==> src/rtl/if_fetch.sv <==
// Instruction fetch stage: owns the PC, issues one request at a time on the
// req/gnt/rvalid bus and hands each surviving instruction to the IF/ID register.
module if_fetch #(
  parameter int                   AddrWidth = 32,
  parameter int                   DataWidth = 32,
  parameter logic [AddrWidth-1:0] ResetPc   = AddrWidth'(32'h0000_0000),
  parameter logic [DataWidth-1:0] NopInst   = DataWidth'(32'h0000_0013)
) (
  input  logic                 clk,
  input  logic                 rst,
  input  logic                 jump_flag_i,
  input  logic [AddrWidth-1:0] jump_addr_i,
  input  logic                 hold_flag_i,
  output logic                 ibus_req_o,
  output logic [AddrWidth-1:0] ibus_addr_o,
  input  logic                 ibus_gnt_i,
  input  logic                 ibus_rvalid_i,
  input  logic [DataWidth-1:0] ibus_rdata_i,
  output logic [DataWidth-1:0] inst_o,
  output logic [AddrWidth-1:0] inst_addr_o,
  output logic                 inst_valid_o,
  output logic                 if_hold_o
);

  typedef enum logic [1:0] {
    IDLE,
    REQ,
    WAIT,
    HELD
  } state_e;

  localparam logic [AddrWidth-1:0] PcStep = AddrWidth'(4);

  state_e               state_q;
  logic [AddrWidth-1:0] pc_q;
  logic                 squash_q;
  logic [DataWidth-1:0] buf_q;

  // Gating with rst keeps the bus quiet from the moment reset is asserted,
  // not just from the first reset edge.
  assign ibus_req_o  = rst & (state_q == REQ);
  assign ibus_addr_o = pc_q;
  assign if_hold_o   = ~inst_valid_o;

  // NOTE: all state uses non-blocking assignments so every branch reads the
  // pre-edge pc_q/squash_q, regardless of statement order.
  always_ff @(posedge clk) begin
    if (!rst) begin
      state_q      <= IDLE;
      pc_q         <= ResetPc;
      squash_q     <= 1'b0;
      // NOTE: the holding buffer is a plain register, so it is reset with the
      // rest of the state; no stale word can ever leak out of HELD.
      buf_q        <= '0;
      inst_o       <= NopInst;
      inst_addr_o  <= ResetPc;
      inst_valid_o <= 1'b0;
    end else begin
      inst_valid_o <= 1'b0;
      case (state_q)
        IDLE: begin
          state_q <= REQ;
          if (jump_flag_i) pc_q <= jump_addr_i;
        end

        REQ: begin
          if (jump_flag_i) pc_q <= jump_addr_i;
          if (ibus_gnt_i) begin
            // A jump in the grant cycle means the accepted address is stale.
            state_q  <= WAIT;
            squash_q <= jump_flag_i;
          end
        end

        WAIT: begin
          if (ibus_rvalid_i) begin
            state_q  <= REQ;
            squash_q <= 1'b0;
            if (jump_flag_i) begin
              pc_q <= jump_addr_i;
            end else if (!squash_q) begin
              if (hold_flag_i) begin
                buf_q   <= ibus_rdata_i;
                state_q <= HELD;
              end else begin
                inst_o       <= ibus_rdata_i;
                inst_addr_o  <= pc_q;
                inst_valid_o <= 1'b1;
                pc_q         <= pc_q + PcStep;
              end
            end
          end else if (jump_flag_i) begin
            pc_q     <= jump_addr_i;
            squash_q <= 1'b1;
          end
        end

        HELD: begin
          if (jump_flag_i) begin
            pc_q    <= jump_addr_i;
            state_q <= REQ;
          end else if (!hold_flag_i) begin
            inst_o       <= buf_q;
            inst_addr_o  <= pc_q;
            inst_valid_o <= 1'b1;
            pc_q         <= pc_q + PcStep;
            state_q      <= REQ;
          end
        end

        default: state_q <= IDLE;
      endcase
    end
  end

endmodule

==> config.mk <==
export PLATFORM = sky130hd
export DESIGN_NAME = if_fetch
export DESIGN_NICKNAME = d
export VERILOG_FILES = /design/src/rtl/if_fetch.sv
export SDC_FILE = /design/constraint.sdc
export NUM_CORES = 1
export LEC_CHECK = 0
export ABC_CLOCK_PERIOD_IN_PS = 2790
export BUFFER_PORTS_ARGS = -buffer_cell sky130_fd_sc_hd__buf_2
export CAP_MARGIN = 5
export CORE_MARGIN = 2
export CORE_UTILIZATION = 54
export CTS_BUF_LIST = sky130_fd_sc_hd__clkbuf_4
export CTS_CLUSTER_DIAMETER = 80
export DETAILED_ROUTE_END_ITERATION = 10
export GPL_TIMING_DRIVEN = 0
export HOLD_SLACK_MARGIN = 0.1
export PLACE_DENSITY_LB_ADDON = 0.25
export RECOVER_POWER = 50
export SLEW_MARGIN = 10
export SYNTH_ARGS = -nofsm -noshare
export SYNTH_HDL_FRONTEND = slang
export SYNTH_SLANG_ARGS = --single-unit
==> constraint.sdc <==
create_clock -name clk -period 2.79 [get_ports clk]
set_input_delay 0.1395 -clock clk [delete_from_list [all_inputs] [get_ports clk]]
set_output_delay 0.1395 -clock clk [all_outputs]
set_load 0.02 [all_outputs]
## Yosys cells after proc, flatten, opt, wreduce, memory -nomap -nowiden

Index checks and enable logic that the tools add are counted.

| word-level totals | value |
|---|---|
| flip-flop bits (word level) | 132 |
| output and inout port bits | 99 |
| word-level logic and storage cells | 72 |

| cells by class | value |
|---|---|
| $add $sub $neg | 1 |
| multiplexer cells | 38 |
| equality and inequality tests | 13 |
| bitwise gates (word level) | 4 |
| reduce and logical (&&, ||, !) cells | 9 |

Operators with widths:

| operator | number |
|---|---|
| $mux 32 | 17 |
| $pmux 32 s2 | 2 |
| $pmux 32 s3 | 1 |
| $add 32x3->32 const B | 1 |
| $mux 2 | 7 |
| $ne 2x2->1 const B | 7 |
| $reduce_and 5->1 | 2 |
| $mux 1 | 8 |
| $pmux 2 s4 | 1 |
| $reduce_and 7->1 | 1 |
| $ne 3x3->1 const B | 2 |
| $reduce_and 3->1 | 2 |
| $eq 2x2->1 const B | 2 |
| $ne 4x4->1 const B | 1 |
| $pmux 1 s2 | 2 |
| $reduce_bool 2->1 | 2 |
| $not 1->1 | 3 |
| $eq 2x1->1 const B | 1 |
| $logic_not 2->1 | 1 |
| $reduce_or 2->1 | 1 |
| $and 1x1->1 | 1 |

## Logic depth before layout (Yosys ltp)

Gate-level depths: netlist of run 1.

| depth | value |
|---|---|
| word-level depth | 6 |
| gate-level depth with buffers | 9 |

## Worst setup path after synthesis of run 1

No wires, ideal clock.

| timing path | value |
|---|---|
| path type | register to register |
| from | register pc_q[2] (netlist: ibus_addr_o[2]) |
| to | register pc_q[20] (netlist: ibus_addr_o[20]) |
| buffers on the path | 1 |
| arrival time | 1.931 ns |
| stages on the path, launching flop included | 8 |
| setup slack | 0.741 ns |
| library setup time | 0.117 ns |
| cell sequence | dfxtp_1 ha_1 nand3_1 or4_1 clkbuf_2 nor2_1 a311oi_1 a32o_1 |

| between the ends | value |
|---|---|
| word-level cells in the longest chain between the ends | 6 |
| elaborated cells on any way between the ends | 7 |

Ends and longest elaborated chain:

| element | line | RTL |
|---|---|---|
| start, declared | 35 | `logic [AddrWidth-1:0] pc_q;` |
| start signal, assigned | 50 | `pc_q <= ResetPc;` |
| start signal, assigned | 63 | `if (jump_flag_i) pc_q <= jump_addr_i;` |
| start signal, assigned | 67 | `if (jump_flag_i) pc_q <= jump_addr_i;` |
| $add 32x3->32 * | 89, 106 |  |
| $mux 32 * | 82, 102 |  |
| $mux 32 | 81 | `end else if (!squash_q) begin` |
| $mux 32 | 79 | `if (jump_flag_i) begin` |
| $mux 32 | 76 | `if (ibus_rvalid_i) begin` |
| $pmux 32 s3 * | 60 | `case (state_q)` |

Mark *: on every way between the ends. The rest lies on a longest branch, timed or not. The select of a mux whose other input is x is not followed.
A chain may end at the register's enable or synchronous reset.

## Worst setup path after layout of run 1

| timing path | value |
|---|---|
| from | register state_q[1] |
| to | register pc_q[12] (netlist: ibus_addr_o[12]) |

| between the ends | value |
|---|---|
| word-level cells in the longest chain between the ends | 3 |
| elaborated cells on any way between the ends | 7 |

Ends and longest elaborated chain:

| element | line | RTL |
|---|---|---|
| start, declared | 34 | `state_e state_q;` |
| start signal, assigned | 49 | `state_q <= IDLE;` |
| start signal, assigned | 62 | `state_q <= REQ;` |
| start signal, assigned | 70 | `state_q <= WAIT;` |
| $eq 2x1->1 or $logic_not 2->1 (tied branches) | 60 |  |
| $reduce_or 2->1 (no line) | -- |  |
| $pmux 32 s3 | 60 |  |
| end signal, assigned | 63 |  |
| end signal, assigned | 67 |  |
| end signal, assigned | 80 | `pc_q <= jump_addr_i;` |

Parallel ways exist; a longest one is shown, timed or not.

==> results of run 1 <==
==> area by class of cell <==
cell class,instances,area (µm²),share of cell area
multi-input cells,536,3030,0.383
flip-flops and latches,132,2640,0.334
repair buffers,239,1440,0.182
plain buffers,55,282,0.0356
clock inverters,14,176,0.0223
well taps,140,175,0.0221
clock buffers,17,128,0.0161
inverters,10,37.5,0.00475
==> routing by layer <==
layer | wire, µm | track usage | share of wire | up-vias
li1 | - | - | - | 3127
met1 | 7610 | 0.389 | 0.40 | 3010
met2 | 9340 | 0.530 | 0.49 | 333
met3 | 1680 | 0.0830 | 0.088 | 49
met4 | 387 | 0.128 | 0.020 | 0
met5 | 0 | 0 | 0 | -
==> worst reg2reg max path: cells and delay by family (launching register included) <==
| kind | cells | cell delay [ns] |
|---|---|---|
| buffers and inverters | 2 | 1.00 |
| AO/OA/AOI/OAI | 3 | 0.62 |
| flip-flops | 1 | 0.41 |
| AND/OR/NAND/NOR | 2 | 0.34 |
| adder cells (fa/ha/maj) | 1 | 0.18 |
==> metrics by stage <==
stage | utilization | area [µm²]
2_1_floorplan | - | 6030
3_3_place_gp | 0.649 | 7030
3_5_place_dp | 0.649 | 7030
4_1_cts | 0.744 | 8070
5_1_grt | 0.730 | 7910
6_report | 0.730 | 7910
==> power by group <==
group | switching (mW) | internal (mW)
logic | 0.305 | 0.229
clock network | 0.768 | 0.624
registers | 0.0618 | 1.93
total | 1.14 | 2.78
==> sequential cells by signal (all words and copies together), names as in the netlist <==
signal        flops
inst_addr_o      32
state_q           2
inst_valid_o      1
ibus_addr_o      32
inst_o           32
buf_q            32
squash_q          1
==> worst max path at each step <==
stage / depth (start not counted) / start / slack (ns) / end
floorplan: 7 / ibus_addr_o[2]$_SDFFE_PN0P_ / 0.74 / ibus_addr_o[20]$_SDFFE_PN0P_
global placement: 8 / state_q[0]$_SDFFE_PN0P_ / 0.26 / inst_o[27]$_SDFFE_PN0P_
detailed placement: 8 / state_q[0]$_SDFFE_PN0P_ / 0.20 / inst_o[8]$_SDFFE_PN0P_
CTS: 7 / state_q[1]$_SDFFE_PN0P_ / 0.18 / ibus_addr_o[14]$_SDFFE_PN0P_
global route: 8 / state_q[1]$_SDFFE_PN0P_ / 0.04 / ibus_addr_o[12]$_SDFFE_PN0P_
finish: 8 / state_q[1]$_SDFFE_PN0P_ / 0.19 / ibus_addr_o[12]$_SDFFE_PN0P_
==> synth_stat cells, types with 3 or more instances <==
cell type,count,area (µm²)
nand2_1,166,623
dfxtp_1,132,2640
a21oi_1,84,420
nor2_1,61,229
mux2i_1,38,380
a211oi_1,36,270
clkbuf_1,34,128
o21ai_0,20,100
nor3_1,12,60.1
inv_1,10,37.5
nand3_1,9,45.0
nor4_1,9,56.3
nand4_1,8,50.1
a31oi_1,6,37.5
buf_1,6,22.5
buf_2,6,30.0
and3_1,5,31.3
clkbuf_8,5,68.8
o211ai_1,5,37.5
a311oi_1,4,35.0
and2_1,4,25.0
ha_1,4,50.1
a21o_1,3,22.5
a41o_1,3,30.0
nor2b_1,3,18.8
nor3_2,3,30.0
o221ai_1,3,26.3
o22ai_1,3,18.8
o311ai_0,3,26.3
o31ai_1,3,22.5
or4_1,3,22.5
==> kinds of logic after synthesis <==
family,synth area share
AOI/OAI and AO/OA,0.207
adders and majority gates,0.00831
buffers and inverters,0.0567
DFF,0.439
muxes,0.0650
and+or+nand+nor,0.224
==> repair_timing <==
item | in CTS | in global routing
endpoints found under the setup margin | 0 | 6
hold buffers | 73 | 0
endpoints found under the hold margin | 99 | 0
setup buffers | 0 | 0
gates resized for setup | 0 | 1
==> flow_metrics.py, run 1 <==
metrics = {
    "drt": {
        "dr.pass1.iters": 9,
        "wirelength_mm": 19.0,
        "vias_per_cell": 5.70,
        "drc_errors": 2,
        "wire_per_inst_um": 16.6,
        "drtIter0Drc": 432,
        "ant_nets": 0,
        "vias": 6519,
    },
    "pwr": {
        "powerDensity_nw_per_um2": 496,
        "leakage_nw": 2.76,
        "total_power_mw": 3.92,
        "ir_worst_vdd_uv": 395,
    },
    "final_layout": {
        "area.growth.synth_to_final_pct": 31.3,
        "mostFrequentLayoutCells": "nand2_1, clkbuf_1, dfxtp_1",
        "drive_above_1_share": 0.130,
        "fin_nets": 1065,
        "instances_no_fill": 1143,
        "final_common_cell": "nand2_1",
        "diodes": 0,
        "fillers": 912,
    },
    "clocking": {
        "root_buffer": "clkbuf_4",
        "cts_buffers": 17,
        "clockBufferDepth": 2,
        "path_clk_slew_ns": 0.12,
        "h-tree-depth": 4,
        "clock-sinks": 132,
        "clkLatencyLatePin_ns": 0.57,
        "cts_tree": "built",
    },
    "sta": {
        "fin_skew_ns": 0.0268,
        "tightest_slew_ns": 0.892,
        "whs_ns": 0.192,
        "hold_viol": 0,
        "rsz0062_at_grt": "no",
        "finalSetupTns_ns": 0,
        "worst_slack_ns": 0.194,
        "setup_violations": 0,
        "fmax_mhz": 385,
        "min_period_over_period": 0.931,
        "relSlewSlack": 0.389,
        "maxSlewViolCount": 0,
        "layout_min_cycle_time_ns": 2.60,
    },
    "placement": {
        "gp_congestion": 0.967,
        "dpl.cell_count": 1040,
        "dp_hpwl_mm": 12.6,
        "io_buffers": 166,
        "post-place-ws_ns": 0.201,
    },
    "critical_path": {
        "r2r_cells": 8,
        "r2r_setup_slack_ns": 0.19,
        "r2r_end": "ibus_addr_o[12]$_SDFFE_PN0P_",
        "crit_buf_inv": 2,
        "slowest_stage": "dlygate4sd3_1",
        "arrival_ns": 3.10,
        "critPathTopFamily": "buffers and inverters",
        "path_class": "register to register",
        "crit_chain": "ha_1 -> clkbuf_1 -> a21o_1 -> nand2_1 -> nor2_1 -> a32o_1 -> a22o_1 -> dlygate4sd3_1",
        "r2r-start": "state_q[1]$_SDFFE_PN0P_",
        "cp-end-kind": "register",
        "required_ns": 3.29,
        "max_stage_delay_ns": 0.54,
        "crit_path_start_kind": "register",
        "cp_max_fo": 10,
    },
    "die": {
        "ios": 169,
        "die_w_um": 110,
        "die_h_um": 110,
        "std_cell_rows": 38,
        "dieArea_um2": 12000,
        "core-area_um2": 10800,
        "start_util": 0.556,
    },
    "global_routing": {
        "antenna_found_initial": 0,
        "grt_pass1_wl_mm": 29.4,
        "grt_overflow": 0,
        "grt_usage": 0.317,
        "grt_pass1_vias": 6014,
        "grt_max_degree": 17,
    },
    "job": {
        "maxCapViolations": 0,
    },
    "run_status": {
        "outcome": "finished with violations",
        "violations": "design-rule violations",
    },
    "logic_synthesis": {
        "synth_area_um2": 6030,
        "synthesis.nets": 808,
        "yosysUniqueCellTypes": 64,
        "synth-seq-cells": 132,
        "synthFlopType": "dfxtp_1",
        "yosys_warnings": 0,
        "postSynthAreaPerCell_um2": 8.21,
        "ys_seq_area_frac": 0.439,
        "netlist_instances": 734,
        "synthArstFlopShare": 0,
        "synth_edf_count": 0,
    },
    "min_path": {
        "min_path_cells": 4,
        "holdPathEnd": "state_q[0]$_SDFFE_PN0P_",
        "hp-class": "primary input to register",
        "min_from": "ibus_rvalid_i",
    },
}
(Power assumes the default switching activity.)
==> run 2: changes to the inputs <==
--- a/config.mk
+++ b/config.mk
@@ -15,8 +15,9 @@
 export DETAILED_ROUTE_END_ITERATION = 10
 export GPL_TIMING_DRIVEN = 0
 export HOLD_SLACK_MARGIN = 0.1
-export PLACE_DENSITY_LB_ADDON = 0.25
+export PLACE_DENSITY = 0.82
 export RECOVER_POWER = 50
+export REMOVE_ABC_BUFFERS = 1
 export SLEW_MARGIN = 10
 export SYNTH_ARGS = -nofsm -noshare
 export SYNTH_HDL_FRONTEND = slang
==> run 2 against run 1 <==
  * Critical path type unchanged
  * Final cell count fell by 5.1%
  * The flow finishes with violations (max-capacitance violations, max-slew violations)
  * Clock skew fell by 0.0053 ns
  * Worst setup slack got worse by 0.0064 ns
  * Non-clock buffer count fell by 58
  * Combinational power fell by 6.9%
  * Design area fell by 3.7%
  * Critical endpoint is now inst_o[14]$_SDFFE_PN0P_
==> flow_metrics.py, run 2 (synthesis results as in run 1) <==
metrics = {
    "die": {
        "std_cell_rows": 38,
        "start_util": 0.556,
        "ios": 169,
        "die_w_um": 110,
        "core-area_um2": 10800,
        "die_h_um": 110,
        "dieArea_um2": 12000,
    },
    "critical_path": {
        "cp_max_fo": 48,
        "arrival_ns": 3.04,
        "slowest_stage": "and3_4",
        "max_stage_delay_ns": 0.58,
        "crit_chain": "ha_2 -> mux2_2 -> and3_4 -> buf_12 -> nor2_1 -> a211oi_1",
        "critPathTopFamily": "simple AND/OR/NAND/NOR gates",
        "required_ns": 3.22,
        "crit_path_start_kind": "register",
        "crit_buf_inv": 1,
        "path_class": "register to register",
        "cp-end-kind": "register",
    },
    "global_routing": {
        "grt_usage": 0.291,
        "antenna_found_initial": 0,
        "grt_pass1_vias": 5750,
        "grt_max_degree": 57,
        "grt_pass1_wl_mm": 27.5,
        "grt_overflow": 0,
    },
    "clocking": {
        "h-tree-depth": 4,
        "clockBufferDepth": 2,
        "root_buffer": "clkbuf_4",
        "cts_tree": "built",
        "clkLatencyLatePin_ns": 0.53,
        "clock-sinks": 132,
        "cts_buffers": 17,
        "path_clk_slew_ns": 0.12,
    },
    "sta": {
        "relSlewSlack": -0.0828,
        "min_period_over_period": 0.933,
        "layout_min_cycle_time_ns": 2.60,
        "maxSlewViolCount": 34,
        "fin_skew_ns": 0.0215,
        "setup_violations": 0,
        "fmax_mhz": 384,
        "tightest_slew_ns": 1.62,
        "hold_viol": 0,
        "rsz0062_at_grt": "no",
    },
    "final_layout": {
        "area.growth.synth_to_final_pct": 26.3,
        "fillers": 907,
        "mostFrequentLayoutCells": "nand2_1, dfxtp_1, clkbuf_1",
        "final_area_um2": 7610,
        "diodes": 0,
        "fin_nets": 1007,
        "final_common_cell": "nand2_1",
        "drive_above_1_share": 0.131,
    },
    "placement": {
        "gp_congestion": 0.854,
        "dp_hpwl_mm": 10.5,
        "io_buffers": 168,
        "post_dp_cell_area_um2": 6840,
    },
    "pwr": {
        "leakage_nw": 2.62,
        "powerDensity_nw_per_um2": 487,
        "ir_worst_vdd_uv": 469,
        "total_power_mw": 3.71,
    },
    "drt": {
        "drtIter0Drc": 414,
        "vias_per_cell": 5.72,
        "ant_nets": 0,
        "wirelength_mm": 17.4,
        "wire_per_inst_um": 16.0,
        "dr.pass1.iters": 5,
        "drc_errors": 0,
        "vias": 6209,
    },
    "min_path": {
        "hp-class": "primary input to register",
    },
    "run_status": {
        "outcome": "finished with violations",
        "violations": "max-capacitance violations, max-slew violations",
    },
    "job": {
        "maxCapViolations": 1,
    },
}
run 2: final timing paths:
kind                                    start  cells after the start                      endpoint  slack, ns
setup / recovery      state_q[1]$_SDFFE_PN0P_                      6       inst_o[14]$_SDFFE_PN0P_       0.19
hold / removal                jump_addr_i[25]                      4  ibus_addr_o[25]$_SDFFE_PN0P_       0.13
setup reg to reg      state_q[1]$_SDFFE_PN0P_                      6       inst_o[14]$_SDFFE_PN0P_       0.19
hold reg to reg   inst_addr_o[2]$_SDFFE_PN0P_                      2   inst_addr_o[2]$_SDFFE_PN0P_       0.46
run 2: area by class of cell:
| class | count | area, µm² | area share |
|---|---|---|---|
| Multi-Input combinational cell | 536 | 3050 | 0.401 |
| Tap cell | 140 | 175 | 0.0230 |
| Inverter | 10 | 40.0 | 0.00526 |
| Timing Repair Buffer | 236 | 1440 | 0.190 |
| Sequential cell | 132 | 2640 | 0.347 |
| Clock inverter | 12 | 115 | 0.0151 |
| Clock buffer | 19 | 143 | 0.0187 |
run 2: what timing repair did:
item / CTS / global route
hold endpoints to repair: 96 / 0
hold buffers: 64 / 0
buffers inserted: 0 / 0
setup endpoints to repair: 0 / 32
resized for setup: 0 / 1
run 2: worst min-delay path: cells and delay by family:
family	cells	cell delay [ns]
buf+inv	1	0.08
compound gates	3	0.40
run 2: through the flow:
stage	TNS (ns)	cells	setup slack [ns]	hold WS, ns	util
2_1_floorplan	-81.45	678	-1.34	0.219	-
3_3_place_gp	-211.22	986	-2.76	0.373	0.622
3_5_place_dp	0	990	0.0980	0.381	0.631
4_1_cts	0	1085	0.00444	0.101	0.714
5_1_grt	0	1085	0.0145	0.129	0.702
6_report	0	1085	0.187	0.132	0.702
run 2: power by group:
group | total [mW] | switching, mW | internal (mW)
clock | 1.22 | 0.687 | 0.532
combinational | 0.497 | 0.284 | 0.213
sequential | 1.99 | 0.0644 | 1.93
total | 3.71 | 1.04 | 2.67
run 2: metal layers:
metal,track usage,share of wire
met3,0.0800,0.090
met4,0.131,0.027
met5,0,0
met2,0.474,0.47
met1,0.357,0.41
